**src/rtl/regfile_access_sequencer_if.sv**
```systemverilog
// Handshake and control bundle between the instruction source and the
// register-file/ALU sequencer.
interface regfile_access_sequencer_if #(
    parameter int DW = 10,
    parameter int AW = 2
);
    logic          Exec;
    logic [DW-1:0] INSTR;
    logic          ENW;
    logic [AW-1:0] WRA;
    logic          ENR0;
    logic [AW-1:0] RDA0;
    logic          ENR1;
    logic [AW-1:0] RDA1;
    logic          ExtOut;
    logic          Ain;
    logic          Gin;
    logic          Gout;
    logic [3:0]    ALUcont;
    logic          Done;
    logic          Busy;

    modport master (
        output Exec, INSTR,
        input  ENW, WRA, ENR0, RDA0, ENR1, RDA1,
        input  ExtOut, Ain, Gin, Gout, ALUcont, Done, Busy
    );

    modport slave (
        input  Exec, INSTR,
        output ENW, WRA, ENR0, RDA0, ENR1, RDA1,
        output ExtOut, Ain, Gin, Gout, ALUcont, Done, Busy
    );
endinterface

```
**src/rtl/regfile_access_sequencer.sv**
```systemverilog
// Multi-cycle control sequencer for the 10-bit register-file datapath:
// captures one instruction on Exec and steps it through T1..T3.
module regfile_access_sequencer #(
    parameter int DW = 10,
    parameter int AW = 2
) (
    input  logic                        CLKb,
    input  logic                        Clear,
    regfile_access_sequencer_if.slave   bus
);

    typedef enum logic [1:0] {S_IDLE, S_T1, S_T2, S_T3} state_t;

    state_t        r_state;
    state_t        w_next;
    logic [DW-1:0] r_ir;

    logic [3:0]    w_op;
    logic [AW-1:0] w_rx;
    logic [AW-1:0] w_ry;
    logic          w_is_load;
    logic          w_is_copy;
    logic          w_is_bin;
    logic          w_is_un;
    logic          w_unused_ir;

    logic          w_enw;
    logic [AW-1:0] w_wra;
    logic          w_enr0;
    logic [AW-1:0] w_rda0;
    logic          w_extout;
    logic          w_ain;
    logic          w_gin;
    logic          w_gout;
    logic          w_done;

    assign w_op        = r_ir[3:0];
    assign w_rx        = r_ir[DW-1 -: AW];
    assign w_ry        = r_ir[DW-AW-1 -: AW];
    assign w_unused_ir = ^r_ir[DW-2*AW-1:4];

    assign w_is_load = (w_op == 4'd0);
    assign w_is_copy = (w_op == 4'd1);
    assign w_is_bin  = (w_op >= 4'd2) && (w_op <= 4'd6);
    assign w_is_un   = (w_op == 4'd7) || (w_op == 4'd8);

    // Clear aborts mid-instruction; IR is only loaded from IDLE.
    always_ff @(posedge CLKb) begin
        if (Clear) begin
            r_state <= S_IDLE;
            r_ir    <= '0;
        end else begin
            r_state <= w_next;
            if (r_state == S_IDLE && bus.Exec) begin
                r_ir <= bus.INSTR;
            end
        end
    end

    always_comb begin
        w_next   = r_state;
        w_enw    = 1'b0;
        w_wra    = '0;
        w_enr0   = 1'b0;
        w_rda0   = '0;
        w_extout = 1'b0;
        w_ain    = 1'b0;
        w_gin    = 1'b0;
        w_gout   = 1'b0;
        w_done   = 1'b0;
        case (r_state)
            S_IDLE: begin
                if (bus.Exec) begin
                    w_next = S_T1;
                end
            end
            S_T1: begin
                if (w_is_load) begin
                    w_extout = 1'b1;
                    w_enw    = 1'b1;
                    w_wra    = w_rx;
                    w_done   = 1'b1;
                    w_next   = S_IDLE;
                end else if (w_is_copy) begin
                    w_enr0   = 1'b1;
                    w_rda0   = w_ry;
                    w_enw    = 1'b1;
                    w_wra    = w_rx;
                    w_done   = 1'b1;
                    w_next   = S_IDLE;
                end else if (w_is_bin) begin
                    // Rx is latched into A here, before any write-back, so Rx=Ry is safe.
                    w_enr0   = 1'b1;
                    w_rda0   = w_rx;
                    w_ain    = 1'b1;
                    w_next   = S_T2;
                end else if (w_is_un) begin
                    w_gin    = 1'b1;
                    w_next   = S_T2;
                end else begin
                    w_done   = 1'b1;
                    w_next   = S_IDLE;
                end
            end
            S_T2: begin
                if (w_is_bin) begin
                    w_gin    = 1'b1;
                    w_next   = S_T3;
                end else begin
                    w_gout   = 1'b1;
                    w_enw    = 1'b1;
                    w_wra    = w_rx;
                    w_done   = 1'b1;
                    w_next   = S_IDLE;
                end
            end
            S_T3: begin
                w_gout   = 1'b1;
                w_enw    = 1'b1;
                w_wra    = w_rx;
                w_done   = 1'b1;
                w_next   = S_IDLE;
            end
            default: w_next = S_IDLE;
        endcase
    end

    assign bus.ENW     = w_enw;
    assign bus.WRA     = w_wra;
    assign bus.ENR0    = w_enr0;
    assign bus.RDA0    = w_rda0;
    assign bus.ENR1    = 1'b1;
    assign bus.RDA1    = w_ry;
    assign bus.ExtOut  = w_extout;
    assign bus.Ain     = w_ain;
    assign bus.Gin     = w_gin;
    assign bus.Gout    = w_gout;
    assign bus.ALUcont = w_op;
    assign bus.Done    = w_done;
    assign bus.Busy    = (r_state != S_IDLE);

endmodule
```
**src/flat_wrapper.sv**
```systemverilog
// flat-port wrapper written by rule: the top's interface ports become plain ports
module regfile_access_sequencer_flat 
#(
    parameter int DW = 10,
    parameter int AW = 2
)
  (CLKb, Clear, bus_Exec, bus_INSTR, bus_ENW, bus_WRA, bus_ENR0, bus_RDA0, bus_ENR1, bus_RDA1, bus_ExtOut, bus_Ain, bus_Gin, bus_Gout, bus_ALUcont, bus_Done, bus_Busy);
  regfile_access_sequencer_if #(.DW(DW), .AW(AW)) bus_i ();
  input  logic CLKb;
  input  logic Clear;
  input wire logic [$bits(bus_i.Exec)-1:0] bus_Exec;
  input wire logic [$bits(bus_i.INSTR)-1:0] bus_INSTR;
  output wire logic [$bits(bus_i.ENW)-1:0] bus_ENW;
  output wire logic [$bits(bus_i.WRA)-1:0] bus_WRA;
  output wire logic [$bits(bus_i.ENR0)-1:0] bus_ENR0;
  output wire logic [$bits(bus_i.RDA0)-1:0] bus_RDA0;
  output wire logic [$bits(bus_i.ENR1)-1:0] bus_ENR1;
  output wire logic [$bits(bus_i.RDA1)-1:0] bus_RDA1;
  output wire logic [$bits(bus_i.ExtOut)-1:0] bus_ExtOut;
  output wire logic [$bits(bus_i.Ain)-1:0] bus_Ain;
  output wire logic [$bits(bus_i.Gin)-1:0] bus_Gin;
  output wire logic [$bits(bus_i.Gout)-1:0] bus_Gout;
  output wire logic [$bits(bus_i.ALUcont)-1:0] bus_ALUcont;
  output wire logic [$bits(bus_i.Done)-1:0] bus_Done;
  output wire logic [$bits(bus_i.Busy)-1:0] bus_Busy;
  assign bus_i.Exec = bus_Exec;
  assign bus_i.INSTR = bus_INSTR;
  assign bus_ENW = bus_i.ENW;
  assign bus_WRA = bus_i.WRA;
  assign bus_ENR0 = bus_i.ENR0;
  assign bus_RDA0 = bus_i.RDA0;
  assign bus_ENR1 = bus_i.ENR1;
  assign bus_RDA1 = bus_i.RDA1;
  assign bus_ExtOut = bus_i.ExtOut;
  assign bus_Ain = bus_i.Ain;
  assign bus_Gin = bus_i.Gin;
  assign bus_Gout = bus_i.Gout;
  assign bus_ALUcont = bus_i.ALUcont;
  assign bus_Done = bus_i.Done;
  assign bus_Busy = bus_i.Busy;
  regfile_access_sequencer #(.DW(DW), .AW(AW)) u_core (.CLKb(CLKb), .Clear(Clear), .bus(bus_i));
endmodule
```
**config.mk**
```make
export PLATFORM = sky130hd
export DESIGN_NAME = regfile_access_sequencer_flat
export DESIGN_NICKNAME = d
export VERILOG_FILES = /design/src/rtl/regfile_access_sequencer_if.sv /design/src/rtl/regfile_access_sequencer.sv /design/src/flat_wrapper.sv
export SDC_FILE = /design/constraint.sdc
export NUM_CORES = 1
export LEC_CHECK = 0
export CAP_MARGIN = 40
export CORE_ASPECT_RATIO = 1.25
export CORE_MARGIN = 2
export CORE_UTILIZATION = 30
export CTS_CLUSTER_SIZE = 24
export DETAILED_ROUTE_END_ITERATION = 6
export HOLD_SLACK_MARGIN = 0.05
export PLACE_DENSITY = 0.59
export SLEW_MARGIN = 5
export SYNTH_ARGS = -nofsm -noshare
export SYNTH_HDL_FRONTEND = slang
export SYNTH_SLANG_ARGS = --single-unit
```
**constraint.sdc**
```tcl
create_clock -name CLKb -period 4.1 [get_ports CLKb]
set_input_delay 0.82 -clock CLKb [delete_from_list [all_inputs] [get_ports CLKb]]
set_output_delay 0.82 -clock CLKb [all_outputs]
set_load 0.03 [all_outputs]
```
# Yosys cells after proc, flatten, opt, wreduce, memory -nomap -nowiden
# Cells that the tools add are included.
# op_classes
n_lt_le_gt_ge	2
eq_ne	7
muxes	39
n_reduce_logical	6
# op_table
op	n
2-bit 2-to-1 mux	13
1-bit 2-to-1 mux	20
2-bit one-hot mux with 4 select lines	1
1-bit one-hot mux with 3 select lines	2
2-bit one-hot mux with 3 select lines	1
2-bit == test, second input constant	2
4-bit by 1-bit == test with 1-bit output, second input constant	1
4-bit by 3-bit == test with 1-bit output, second input constant	1
4-bit == test, second input constant	1
4-bit by 2-bit >= comparator with 1-bit output, second input constant	1
4-bit by 3-bit less-or-equal comparator with 1-bit output, second input constant	1
4-bit zero test	1
1-bit one-hot mux with 2 select lines	2
2-bit by 1-bit == test with 1-bit output, second input constant	1
1-bit logical AND	2
2-bit zero test	1
2-bit inequality test, second input constant	1
2-bit nonzero test	1
1-bit logical OR	1
# word_totals
register_bits	12
output_inout_bits	19
word_cells	56

# Depth between registers and ports, before layout
# logic_depth
word_depth	7
depth_mapped	7

# Least setup slack after synthesis
# OpenSTA, ideal clock, no wires.
# synth_timing
path_type	reg2out
from	reg u_core.r_state[1]
to	out bus_WRA[0]
t_arrival_ns	1.519
t_required_ns	3.280
slack_ns	1.761
stages_incl_launch_ff	6
n_path_buf	0
cell_sequence	dfxtp_1 > inv_1 > ha_1 > nand3_1 > a21oi_2 > and2_1
# synth_via
elab_chain_cells	2
word_cells_on_any_way	4
classes_between	eq/ne (3); mux (1)
# synth_rtl
item	line_no	text
start, declared	regfile_access_sequencer.sv:14	state_t r_state;
start signal, assigned	regfile_access_sequencer.sv:53	r_state <= w_next;
2-bit == test / 2-bit by 1-bit == test with 1-bit output (equally long branches)	regfile_access_sequencer.sv:71	case (r_state)
2-bit one-hot mux with 3 select lines (*)	regfile_access_sequencer.sv:71	
end, declared	flat_wrapper.sv:14	output wire logic [$bits(bus_i.WRA)-1:0] bus_WRA;
# Every way passes the cells marked *; elsewhere a longest branch is shown, timed or not.

# Worst setup path after layout
# layout_timing
from	reg u_core.r_state[0]
to	out bus_WRA[0]
# Same word-level chain as after synthesis.

==> results.md <==
- Initial core utilization: 0.323
- Cell variety after synth: 31
- Synthesized net count: 109
- DR pass1 iterations: 3
- Post-CTS Setup Inserts: 0
- Root buffer cell: clkbuf_4
- Layout cell share with drive strength beyond 1: 0.0901
- WS Path Type: flip-flop to primary output
- Hpwl dp: 1340 um
- Post-synthesis sequential area ratio: 0.278
- DR vias/cell: 4.83
- Worst EP arrival: 2.21 ns
- ANT nets after route: 0
- Routability congestion estimate: 0.791
- FFs w/ async S/R, synth: 0
- Global-route wire length before repair: 2790 um
- Initial antenna violation count: 0
- Fin. Hold Viols: 0
- Die outline height: 58.8 um
- EDFF count, synth: 0
- Vias post-DR: 686
- Io pins: 32
- Achievable Freq: 330 MHz
- CTS Buf Count: 3
- DR iter-0 viols: 11
- Setup TNS: 0 ns
- CTS clk-pin slew, worst paths: 0.06 ns
- Synthesized instance count: 91
- RSZ-0062 raised after global routing: false
- Worst Path Required: 3.28 ns
- Max_cap viols: 0
- # port buffers: 28
- Crit start category: flip-flop
- Period utilization: 0.740
- CP max FO: 3
- Tmin final: 3.03 ns
- Total Nets Final: 131
- Final setup vio count: 0
- Die ar.: 0.00281 mm2
- H-tree Lvls: 1
- CTS tree: done
- Floorplan Core Area: 0.00223 mm2
- Yosys reg bits: 10
- Netlist Area Pre-Place: 721 um2
- Largest net degree at the start of global routing: 12
- Total gr overflow: 0
- Rows: 19
- Status: complete, no violations
- Final Max Tran Viols: 0
- Clk_lat worst skew: 0.26 ns
- Residual DRC: 0
- Yosys Warn Count: 0
- WL final: 1750 um
- Vias in the first global route: 635
- Tot GR Track Use: 0.134
- Longest Clk Path Bufs: 2
- # fillers: 237
- Leakage: 0.377 nW
- Min-delay worst type: flip-flop to flip-flop
- Synth Flop Type: dfxtp_1
- Placed inst area: 963 um2
- Clk_skew: 0.00171 ns
- Area grow syn2layout: 36.8%
- Maximum vdd drop: 0.000216 V
- Hold buffer count at CTS: 0
- Per-cell routed wire length: 12.3 um
- Clock sinks: 10
- Cts repair resizes: 0
- CP Capture Type: primary output
- Avg Synthesized Cell Area: 7.92 um2
- Die X: 47.8 um
- Power per Cell Area: 279 mW/mm2
- Design area: 986 um2
- ANT cells: 0
- R2r setup slk: 2.43 ns
## metal layers
layer  routed length [um]  part of all wire  up-vias  GRT usage
met5                    0                 0        -          0
li1                     -                 -      351          -
met3                   54             0.031        2     0.0184
met4                    6            0.0034        0     0.0463
met1                  809              0.46      315      0.188
met2                  875              0.50       18      0.206
## final timing paths
check,cells past startpoint,to,startpoint
max,6,bus_WRA[0],u_core.r_state[0]$_SDFFE_PP0P_
min,2,u_core.r_ir[6]$_SDFFE_PP0P_,u_core.r_ir[6]$_SDFFE_PP0P_
max reg2reg,5,u_core.r_state[1]$_SDFFE_PP0P_,u_core.r_state[0]$_SDFFE_PP0P_
min reg2reg,2,u_core.r_ir[6]$_SDFFE_PP0P_,u_core.r_ir[6]$_SDFFE_PP0P_
## registers in the layout, indices dropped and copies added, names as in the netlist
name,count
u_core.r_state,2
u_core.r_ir,8
## metrics by stage
stage / power [mW] / std cells / hold slack [ns] / util / setup slack, ns
after global routing: 0.292 / 142 / 0.485 / 0.441 / 0.829
after floorplan: 0.181 / 91 / 0.444 / - / 1.76
after CTS: 0.277 / 142 / 0.475 / 0.441 / 1.04
final: 0.275 / 142 / 0.470 / 0.441 / 1.07
after detailed placement: 0.213 / 139 / 0.467 / 0.431 / 1.32
after global placement: 0.212 / 139 / 0.466 / 0.431 / 1.34
## synthesized netlist by cell type (2+ instances only)
master	n	share of area
nor2_1	4	0.021
dfxtp_1	10	0.28
buf_4	7	0.073
and2_1	3	0.026
inv_1	6	0.031
or2_1	2	0.017
nand2_1	9	0.047
a22o_1	2	0.024
nand3_1	10	0.069
ha_1	5	0.087
clkbuf_1	2	0.010
a211oi_1	2	0.021
a21oi_1	10	0.069
a31oi_1	2	0.017
## cells in the final DEF, fill, tap and decap left out, types with 2 or more instances in the layout
master	synthesis	routed
a211oi_1	2	2
a21oi_1	10	10
a22o_1	2	2
a31oi_1	2	2
and2_1	3	3
clkbuf_4	0	3
clkdlybuf4s50_1	0	28
dfxtp_1	10	10
ha_1	5	5
inv_1	6	6
nand2_1	9	9
nand3_1	10	10
nor2_1	4	4
or2_1	2	2
## critical path, cell delays in order, from the launching register on
cell	delay, ns
dfxtp_1	0.32
ha_1	0.22
or2_1	0.23
o32ai_2	0.31
a21oi_2	0.12
and2_1	0.18
clkdlybuf4s50_1	0.59
## cell families (layout without fill, tap and decap cells)
family	count (synthesis)	count (layout)	share of synthesized area
buffers and inverters	17	37	0.137
AO/OA/AOI/OAI	23	23	0.236
adder cells (fa/ha/maj)	5	5	0.0868
flip-flops	10	10	0.278
AND/OR/NAND/NOR	35	35	0.257
other	1	1	0.00520
## where the power goes
part | leakage [nW] | total [mW] | switching (mW) | internal, mW
clock network | 0.0138 | 0.0644 | 0.0306 | 0.0338
logic | 0.282 | 0.0969 | 0.0561 | 0.0408
registers | 0.0821 | 0.114 | 0.00972 | 0.104
## cell type report
class | count | area (um2) | share of cell area
clock buffers | 3 | 22.5 | 0.0228
inverters | 6 | 22.5 | 0.0228
multi-input cells | 64 | 422 | 0.428
flip-flops and latches | 10 | 200 | 0.203
well taps | 31 | 38.8 | 0.0393
repair buffers | 28 | 280 | 0.284
Power figures use the tool's default switching activity.
